--- config.mk ---
export PLATFORM = sky130hd
export DESIGN_NAME = data_mem_controller
export DESIGN_NICKNAME = d
export VERILOG_FILES = /design/src/rtl/data_mem_controller.sv
export SDC_FILE = /design/constraint.sdc
export NUM_CORES = 1
export LEC_CHECK = 0
export CAP_MARGIN = 20
export CORE_AREA = 2 2 330 332
export CTS_BUF_LIST = sky130_fd_sc_hd__clkbuf_8
export CTS_CLUSTER_DIAMETER = 80
export DETAILED_ROUTE_END_ITERATION = 7
export DIE_AREA = 0 0 332 334
export GPL_TIMING_DRIVEN = 0
export PLACE_DENSITY = 0.44
export SYNTH_ARGS = -nofsm -noshare
export SYNTH_HDL_FRONTEND = slang
export SYNTH_SLANG_ARGS = --single-unit
--- constraint.sdc ---
create_clock -name clk -period 3.9 [get_ports clk]
set_input_delay 0.78 -clock clk [delete_from_list [all_inputs] [get_ports clk]]
set_output_delay 0.78 -clock clk [all_outputs]
set_load 0.01 [all_outputs]
--- src/rtl/data_mem_controller.sv ---
// data_mem_controller
// Arbitrates per-thread LSU load/store requests onto NUM_CHANNELS data-memory
// ports. Each channel runs its own FSM and owns at most one consumer; a busy
// mask keeps a consumer from being held by two channels at once. Read data
// and write completions are relayed back until the LSU drops its valid.
//
// Configuration macro: DATA_MEM_RR_ARB_EN
//   defined   - round-robin arbitration with a rotating search pointer
//   undefined - fixed priority, lowest free consumer index wins
//
// Ports
//   clk, reset               clock (posedge), synchronous active-high reset
//   consumer_read_*          per-LSU load handshake (valid/address in, ready/data out)
//   consumer_write_*         per-LSU store handshake (valid/address/data in, ready out)
//   mem_read_*               per-channel load handshake to data memory
//   mem_write_*              per-channel store handshake to data memory
module data_mem_controller #(
    parameter int unsigned NUM_CONSUMERS = 8,
    parameter int unsigned NUM_CHANNELS  = 2,
    parameter int unsigned ADDR_BITS     = 8,
    parameter int unsigned DATA_BITS     = 32
) (
    input  logic                                    clk,
    input  logic                                    reset,
    input  logic [NUM_CONSUMERS-1:0]                consumer_read_valid,
    input  logic [NUM_CONSUMERS-1:0][ADDR_BITS-1:0] consumer_read_address,
    output logic [NUM_CONSUMERS-1:0]                consumer_read_ready,
    output logic [NUM_CONSUMERS-1:0][DATA_BITS-1:0] consumer_read_data,
    input  logic [NUM_CONSUMERS-1:0]                consumer_write_valid,
    input  logic [NUM_CONSUMERS-1:0][ADDR_BITS-1:0] consumer_write_address,
    input  logic [NUM_CONSUMERS-1:0][DATA_BITS-1:0] consumer_write_data,
    output logic [NUM_CONSUMERS-1:0]                consumer_write_ready,
    output logic [NUM_CHANNELS-1:0]                 mem_read_valid,
    output logic [NUM_CHANNELS-1:0][ADDR_BITS-1:0]  mem_read_address,
    input  logic [NUM_CHANNELS-1:0]                 mem_read_ready,
    input  logic [NUM_CHANNELS-1:0][DATA_BITS-1:0]  mem_read_data,
    output logic [NUM_CHANNELS-1:0]                 mem_write_valid,
    output logic [NUM_CHANNELS-1:0][ADDR_BITS-1:0]  mem_write_address,
    output logic [NUM_CHANNELS-1:0][DATA_BITS-1:0]  mem_write_data,
    input  logic [NUM_CHANNELS-1:0]                 mem_write_ready
);

    localparam int unsigned CW = (NUM_CONSUMERS > 1) ? $clog2(NUM_CONSUMERS) : 1;

    typedef enum logic [2:0] {
        ST_IDLE           = 3'd0,
        ST_READ_WAITING   = 3'd1,
        ST_WRITE_WAITING  = 3'd2,
        ST_READ_RELAYING  = 3'd3,
        ST_WRITE_RELAYING = 3'd4
    } state_t;

    state_t        state_q [NUM_CHANNELS];
    state_t        state_d [NUM_CHANNELS];
    logic [CW-1:0] owner_q [NUM_CHANNELS];
    logic [CW-1:0] owner_d [NUM_CHANNELS];

    logic [NUM_CONSUMERS-1:0] busy_q;
    logic [NUM_CONSUMERS-1:0] busy_d;
    logic [NUM_CONSUMERS-1:0] claimed;
    logic                     found;
    logic [CW-1:0]            pick;

    logic [NUM_CONSUMERS-1:0]                consumer_read_ready_d;
    logic [NUM_CONSUMERS-1:0][DATA_BITS-1:0] consumer_read_data_d;
    logic [NUM_CONSUMERS-1:0]                consumer_write_ready_d;
    logic [NUM_CHANNELS-1:0]                 mem_read_valid_d;
    logic [NUM_CHANNELS-1:0][ADDR_BITS-1:0]  mem_read_address_d;
    logic [NUM_CHANNELS-1:0]                 mem_write_valid_d;
    logic [NUM_CHANNELS-1:0][ADDR_BITS-1:0]  mem_write_address_d;
    logic [NUM_CHANNELS-1:0][DATA_BITS-1:0]  mem_write_data_d;

`ifdef DATA_MEM_RR_ARB_EN
    logic [CW-1:0] ptr_q;
    logic [CW-1:0] ptr_d;
    logic [CW-1:0] cand;
`endif

    // Next-state and next-output logic; channels evaluated in index order so
    // a consumer claimed by a lower channel is invisible to higher ones.
    always_comb begin
        state_d                = state_q;
        owner_d                = owner_q;
        busy_d                 = busy_q;
        claimed                = busy_q;
        found                  = 1'b0;
        pick                   = '0;
        consumer_read_ready_d  = consumer_read_ready;
        consumer_read_data_d   = consumer_read_data;
        consumer_write_ready_d = consumer_write_ready;
        mem_read_valid_d       = mem_read_valid;
        mem_read_address_d     = mem_read_address;
        mem_write_valid_d      = mem_write_valid;
        mem_write_address_d    = mem_write_address;
        mem_write_data_d       = mem_write_data;
`ifdef DATA_MEM_RR_ARB_EN
        ptr_d = ptr_q;
        cand  = '0;
`endif

        for (int c = 0; c < NUM_CHANNELS; c++) begin
            found = 1'b0;
            pick  = '0;
            case (state_q[c])
                ST_IDLE: begin
`ifdef DATA_MEM_RR_ARB_EN
                    // Search starts at the pointer, which may already have
                    // moved this cycle because of a lower channel's grant.
                    for (int k = 0; k < NUM_CONSUMERS; k++) begin
                        cand = CW'((32'(ptr_d) + 32'(k)) % NUM_CONSUMERS);
                        if (!found && !claimed[cand] &&
                            (consumer_read_valid[cand] || consumer_write_valid[cand])) begin
                            found = 1'b1;
                            pick  = cand;
                        end
                    end
`else
                    // Descending scan so the lowest free index is the last winner.
                    for (int i = NUM_CONSUMERS - 1; i >= 0; i--) begin
                        if (!claimed[i] && (consumer_read_valid[i] || consumer_write_valid[i])) begin
                            found = 1'b1;
                            pick  = CW'(i);
                        end
                    end
`endif
                    if (found) begin
                        claimed[pick] = 1'b1;
                        busy_d[pick]  = 1'b1;
                        owner_d[c]    = pick;
`ifdef DATA_MEM_RR_ARB_EN
                        ptr_d = (32'(pick) == NUM_CONSUMERS - 1) ? '0 : CW'(pick + 1'b1);
`endif
                        // Read wins when a consumer asserts both.
                        if (consumer_read_valid[pick]) begin
                            mem_read_valid_d[c]   = 1'b1;
                            mem_read_address_d[c] = consumer_read_address[pick];
                            state_d[c]            = ST_READ_WAITING;
                        end else begin
                            mem_write_valid_d[c]   = 1'b1;
                            mem_write_address_d[c] = consumer_write_address[pick];
                            mem_write_data_d[c]    = consumer_write_data[pick];
                            state_d[c]             = ST_WRITE_WAITING;
                        end
                    end
                end

                ST_READ_WAITING: begin
                    if (mem_read_ready[c]) begin
                        mem_read_valid_d[c]                = 1'b0;
                        consumer_read_data_d[owner_q[c]]   = mem_read_data[c];
                        consumer_read_ready_d[owner_q[c]]  = 1'b1;
                        state_d[c]                         = ST_READ_RELAYING;
                    end
                end

                ST_WRITE_WAITING: begin
                    if (mem_write_ready[c]) begin
                        mem_write_valid_d[c]               = 1'b0;
                        consumer_write_ready_d[owner_q[c]] = 1'b1;
                        state_d[c]                         = ST_WRITE_RELAYING;
                    end
                end

                ST_READ_RELAYING: begin
                    if (!consumer_read_valid[owner_q[c]]) begin
                        consumer_read_ready_d[owner_q[c]] = 1'b0;
                        busy_d[owner_q[c]]                = 1'b0;
                        mem_read_address_d[c]             = '0;
                        state_d[c]                        = ST_IDLE;
                    end
                end

                ST_WRITE_RELAYING: begin
                    if (!consumer_write_valid[owner_q[c]]) begin
                        consumer_write_ready_d[owner_q[c]] = 1'b0;
                        busy_d[owner_q[c]]                 = 1'b0;
                        mem_write_address_d[c]             = '0;
                        mem_write_data_d[c]                = '0;
                        state_d[c]                         = ST_IDLE;
                    end
                end

                default: state_d[c] = ST_IDLE;
            endcase
        end
    end

    // State and output registers; reset abandons any transaction in flight.
    always_ff @(posedge clk) begin
        if (reset) begin
            for (int c = 0; c < NUM_CHANNELS; c++) begin
                state_q[c] <= ST_IDLE;
                owner_q[c] <= '0;
            end
            busy_q               <= '0;
            consumer_read_ready  <= '0;
            consumer_read_data   <= '0;
            consumer_write_ready <= '0;
            mem_read_valid       <= '0;
            mem_read_address     <= '0;
            mem_write_valid      <= '0;
            mem_write_address    <= '0;
            mem_write_data       <= '0;
`ifdef DATA_MEM_RR_ARB_EN
            ptr_q <= '0;
`endif
        end else begin
            for (int c = 0; c < NUM_CHANNELS; c++) begin
                state_q[c] <= state_d[c];
                owner_q[c] <= owner_d[c];
            end
            busy_q               <= busy_d;
            consumer_read_ready  <= consumer_read_ready_d;
            consumer_read_data   <= consumer_read_data_d;
            consumer_write_ready <= consumer_write_ready_d;
            mem_read_valid       <= mem_read_valid_d;
            mem_read_address     <= mem_read_address_d;
            mem_write_valid      <= mem_write_valid_d;
            mem_write_address    <= mem_write_address_d;
            mem_write_data       <= mem_write_data_d;
`ifdef DATA_MEM_RR_ARB_EN
            ptr_q <= ptr_d;
`endif
        end
    end

endmodule

Word-level counts from Yosys, hierarchy flattened
Index checks and enable logic that the tools add are counted.
- register bits: 392
- input bits: 470
- multiplexer cells: 153
- bitwise logic cells: 14
- magnitude comparators: 8
- reductions and logical operators: 66
- equal/unequal tests: 22
- operators by type and width (cell ; number):
    $mux W256 ; 4
    $bwmux W256 ; 2
    $mux W32 ; 10
    $mux W8 ; 31
    $bmux W32 S3 ; 2
    $demux W32 S3 ; 2
    $pmux W32 S2 ; 2
    $pmux W8 S2 ; 8
    $bmux W8 S3 ; 4
    $mux W3 ; 28
    $and A8 B8 Y8 ; 6
    $or A8 B8 Y8 ; 6
    $pmux W8 S3 ; 2
    $mux W1 ; 40
    $reduce_and A4 Y1 ; 8
    $pmux W3 S5 ; 2
    $ne A2 B2 Y1 const B ; 14
    $logic_and A1 B1 Y1 ; 20
    $bmux W1 S3 ; 6
    $logic_not A1 Y1 ; 16
    $lt A3 B4 Y1 const B ; 4
    $not A8 Y8 ; 2
    $reduce_bool A2 Y1 ; 8
    $demux W1 S3 ; 4
    other kinds (10) ; 32

Depth between registers and ports, before layout
- depth in word-level cells: 36
- mapped depth: 13
- depth with buffers taken out: 8

Worst setup path after synthesis
No wires, ideal clock.
- path type: input port to flip-flop
- start: input port consumer_read_valid[1]
- end: register mem_write_data[32] (netlist name)
- required time: 3.804 ns
- stages on the path: 11
- setup time: 0.096 ns
- arrival: 3.254 ns
- slack: 0.551 ns
- cell sequence: buf_2 -> o21bai_4 -> nand4_4 -> or3_4 -> o311ai_4 -> a21o_1 -> nor4_2 -> or3_1 -> buf_2 -> buf_6 -> o41ai_2
- word-level cells in the longest chain between the ends: 28
- ends and longest elaborated chain (what ; line ; text):
    start, declared ; 25 ; input logic [NUM_CONSUMERS-1:0] consumer_read_valid,
    $logic_or A1 B1 Y1 ; 120 ; if (!claimed[i] && (consumer_read_valid[i] || consumer_write_valid[i])) begin
    $logic_and A1 B1 Y1 ; 120 ;
    $mux W3 (2 in a row) ; 120 ;
    $mux W3 ; 104 ; case (state_q[c])
    $lt A3 B4 Y1 (not written as such) / $ge A3 B1 Y1 (equally long branches) ; 127 ; claimed[pick] = 1'b1;
    $logic_and A1 B1 Y1 (not written as such) ; 127 ;
    $mux W1 (not written as such) ; 127 ;
    $demux W1 S3 ; 127 ;
    (+4 left out) ; -- ;
    $logic_and A1 B1 Y1 ; 120 ;
    $mux W3 (8 in a row) ; 120 ;
    $mux W3 ; 104 ;
    $bmux W32 S3 ; 141 ; mem_write_data_d[c] = consumer_write_data[pick];
    $mux W32 (not written as such) ; 141 ;
    $mux W32 ; 134 ; if (consumer_read_valid[pick]) begin
    $mux W32 ; 126 ; if (found) begin
    $pmux W32 S2 ; 104 ;
    end signal, assigned ; 220 ; mem_write_data <= mem_write_data_d;
    end, declared ; 39 ; output logic [NUM_CHANNELS-1:0][DATA_BITS-1:0] mem_write_data,
Parallel ways exist; a longest one is shown, timed or not. The select of a mux whose other input is x is not followed.
A chain may end at the register's enable or synchronous reset.

Final worst setup path
- start: input port consumer_read_valid[0]
- end: register mem_write_data[55] (netlist name)
- word-level cells in the longest chain between the ends: 27
- ends and longest elaborated chain (what ; line):
    $logic_or A1 B1 Y1 ; 120
    $logic_and A1 B1 Y1 ; 120
    $mux W3 ; 120
    $mux W3 ; 104
    $lt A3 B4 Y1 (not written as such) / $ge A3 B1 Y1 (equally long branches) ; 127
    $logic_and A1 B1 Y1 (not written as such) ; 127
    $mux W1 (not written as such) ; 127
    $demux W1 S3 ; 127
    (+4 left out) ; --
    $logic_and A1 B1 Y1 ; 120
    $mux W3 (8 in a row) ; 120
    $mux W3 ; 104
    $bmux W32 S3 ; 141
    $mux W32 (not written as such) ; 141
    $mux W32 ; 134
    $mux W32 ; 126
    $pmux W32 S2 ; 104
Parallel ways exist; a longest one is shown, timed or not. The select of a mux whose other input is x is not followed.

==> impl_metrics.py <==
metrics = {
    "pwr": {
        "powerDensity_nw_per_um2": 681,
        "internal_power_mw": 11.9,
        "leakagePower_nw": 12.1,
        "pwr-share-comb": 0.588,
        "swShare": 0.503,
        "power_mw": 24.0,
        "ir_worst_vdd_v": 0.000387,
        "clkPwrFrac": 0.195,
        "seqPwrFrac": 0.217,
        "p_sw_mw": 12.1,
    },
    "synth": {
        "syn-cell-area_um2": 23500,
        "synth_edf_count": 0,
        "synthTopCellsByArea": "dfxtp_1 (33%), nand2_1 (12%), mux2i_1 (8.2%)",
        "postSynthCellCount": 3171,
        "ys.flop_type": "dfxtp_1",
        "ys_seq_area_frac": 0.333,
        "yosysTopAreaCell": "dfxtp_1",
        "post_synth_num_cell_types": 76,
        "synth_top_cell_area_share": 0.333,
        "yosys_warnings": 0,
        "syn_avg_cell_area_um2": 7.42,
        "yosys-top-cells-count": "nand2_1 (751), dfxtp_1 (392), nor2_1 (310), clkbuf_1 (294), mux2i_1 (193)",
        "synthArstFlopShare": 0,
        "ys_ff_latch": 392,
        "synth_fp_nets": 3641,
        "yosysMostFrequentCell": "nand2_1",
    },
    "timing": {
        "fin_ws_ns": 0.0183,
        "max_slew.worst_pin.slew_ns": 1.13,
        "clock_skew_ns": 0.0421,
        "slew_headroom": 0.248,
        "final_hold_viol_count": 0,
        "finalCritPeriodShare": 0.995,
        "max_freq_ghz": 0.258,
        "final_max_slew_viol_count": 0,
        "setup_viol": 0,
        "fin_crit_ns": 3.88,
        "whs_ns": 0.445,
    },
    "clock_tree": {
        "cts_max_level": 3,
        "cts_root_buf": "clkbuf_8",
        "clockBufferDepth": 3,
        "clk_latency_ns": 0.74,
        "numClockSinks": 392,
        "cts_tree": "done",
        "cts_made_buffers": 84,
        "path_clk_slew_ns": 0.06,
    },
    "routing": {
        "drt-pass1-iter-count": 6,
        "wl_per_cell_um": 34.1,
        "ant_nets": 0,
        "viasPerCell": 5.53,
        "drcViolationCount": 0,
        "num_vias": 30800,
        "drtIter0Drc": 3293,
        "routed_wl_um": 189000,
    },
    "grt": {
        "antenna_found_initial": 70,
        "grt_pass1_wl_um": 255000,
        "grt_use_total": 0.326,
        "grt_pass1_vias": 29900,
        "grt_max_degree": 20,
        "gr-total-overflow": 0,
    },
    "placement": {
        "place_inst": 5364,
        "pre_cts_ws_ns": -1.85,
        "hpwl_um": 148000,
        "routabilityCongestion": 0.992,
        "numPortBuffers": 775,
    },
    "die": {
        "initial_core_util": 0.218,
        "die_area_um2": 111000,
        "row_count": 121,
        "die_h_um": 334,
        "io_pins": 842,
        "die_x_um": 332,
        "core-area_um2": 108000,
    },
    "critical_path": {
        "cp.required_ns": 4.51,
        "path_max_fanout": 10,
        "path_class": "in -> reg",
        "start_kind": "primary input",
        "crit_arrival_ns": 4.50,
        "endpoint_kind": "register",
    },
    "layout": {
        "multiInputGateArea_um2": 14300,
        "nets": 4519,
        "stdcell_count": 5560,
        "layout-drive-gt1-share": 0.0743,
        "register_area_um2": 7850,
        "syn_to_final_growth_pct": 49.6,
        "n_fill_cell": 11700,
    },
    "run": {
        "cap_violations": 0,
    },
    "outcome": {
        "status": "completed",
    },
    "hold_path": {
        "hold_path_class": "in -> reg",
    },
}
[area by class of cell]
class,instances,area share
flip-flops and latches,392,0.223
multi-input cells,2392,0.406
plain buffers,373,0.0447
repair buffers,794,0.225
clock buffers,97,0.0379
inverters,12,0.00128
clock inverters,46,0.00902
diodes,40,0.00284
well taps,1414,0.0502
[stage by stage]
step                 TNS, ns  area, µm²   util
global route        -0.00607      35200  0.326
global placement     -195.18      33100  0.307
finish                     0      35200  0.327
floorplan                  0      23500      -
detailed placement   -164.12      33100  0.307
CTS                        0      34900  0.324
[cell usage in the layout, fill, tap and decap left out, drive strengths merged, types with 4 or more instances in the layout]
cell type      count
diode             40
o21ba              8
o2111ai           30
a21o               4
o22ai            112
o41ai             20
a31oi             53
and2               6
o21bai             9
a211oi           142
a311oi           129
nor4               4
or3               45
clkbuf           414
o31a              20
inv               48
or2                4
o32a              10
o31ai             23
nand4             52
clkdlybuf4s50    773
o22a              41
o21a               5
nor3              35
o211ai             5
dfxtp            392
nand2            751
buf               72
o32ai             11
a221oi            13
nor2             310
mux2i            193
nand3            153
nand2b             6
o21ai             64
a21oi             49
o211a              9
o311ai            40
clkinv             4
[worst max-delay path: stages]
cell             delay, ns
clkdlybuf4s50_1       0.63
o21bai_4              0.30
nand4_4               0.27
or3_4                 0.44
o311ai_4              0.27
buf_12                0.17
nand2b_1              0.10
clkbuf_1              0.24
buf_4                 0.30
buf_4                 0.28
o22ai_1               0.13
o31a_1                0.35
o31ai_1               0.21
[metal layers]
layer	up-vias	global-route usage	share of wire
met1	15000	0.359	0.36
met5	-	0	0.0016
li1	13400	-	-
met4	50	0.156	0.051
met3	401	0.116	0.11
met2	1875	0.557	0.48
[flip-flops by register name (all words and copies together), names as in the netlist]
register	flops
consumer_read_ready	8
mem_write_valid	2
state_q	6
mem_read_valid	2
mem_write_data	64
busy_q	8
mem_write_address	16
consumer_write_ready	8
consumer_read_data	256
mem_read_address	16
owner_q	6
[timing repair]
action                     4_1_cts  5_1_grt
hold buffers                     0        0
setup endpoints to repair      111      120
buffers inserted                 5        9
pin swaps                        5        5
gates resized for setup         60       49
[power by group through the flow]
stage / Combinational, mW / Clock (mW) / Sequential [mW]
2_1_floorplan: 6.69 / 0 / 5.34
3_3_place_gp: 13.5 / 0 / 5.27
3_5_place_dp: 13.5 / 0 / 5.26
5_1_grt: 14.6 / 4.92 / 5.25
6_report: 14.1 / 4.68 / 5.20
4_1_cts: 13.7 / 4.78 / 5.19
[final timing paths]
path | startpoint | to | slack (ns) | depth (start not counted)
worst max-delay path | consumer_read_valid[0] | mem_write_data[55]$_SDFFE_PP0P_ | 0.02 | 13
worst min-delay path | mem_read_data[32] | consumer_read_data[224]$_SDFF_PP0_ | 0.45 | 3
worst max register to register | state_q[5]$_SDFFE_PP0P_ | mem_write_data[55]$_SDFFE_PP0P_ | 0.06 | 11
worst min register to register | mem_read_address[10]$_SDFFE_PP0P_ | mem_read_address[10]$_SDFFE_PP0P_ | 0.46 | 2
[cell families after synthesis]
kind of cell    share of synthesized area
compound gates                      0.268
xor+xnor                         0.000372
fa+ha+maj                         0.00133
buf+inv                            0.0651
flops                               0.333
mux                                0.0859
simple gates                        0.246
Note: power is estimated with default switching activity, not from simulation.
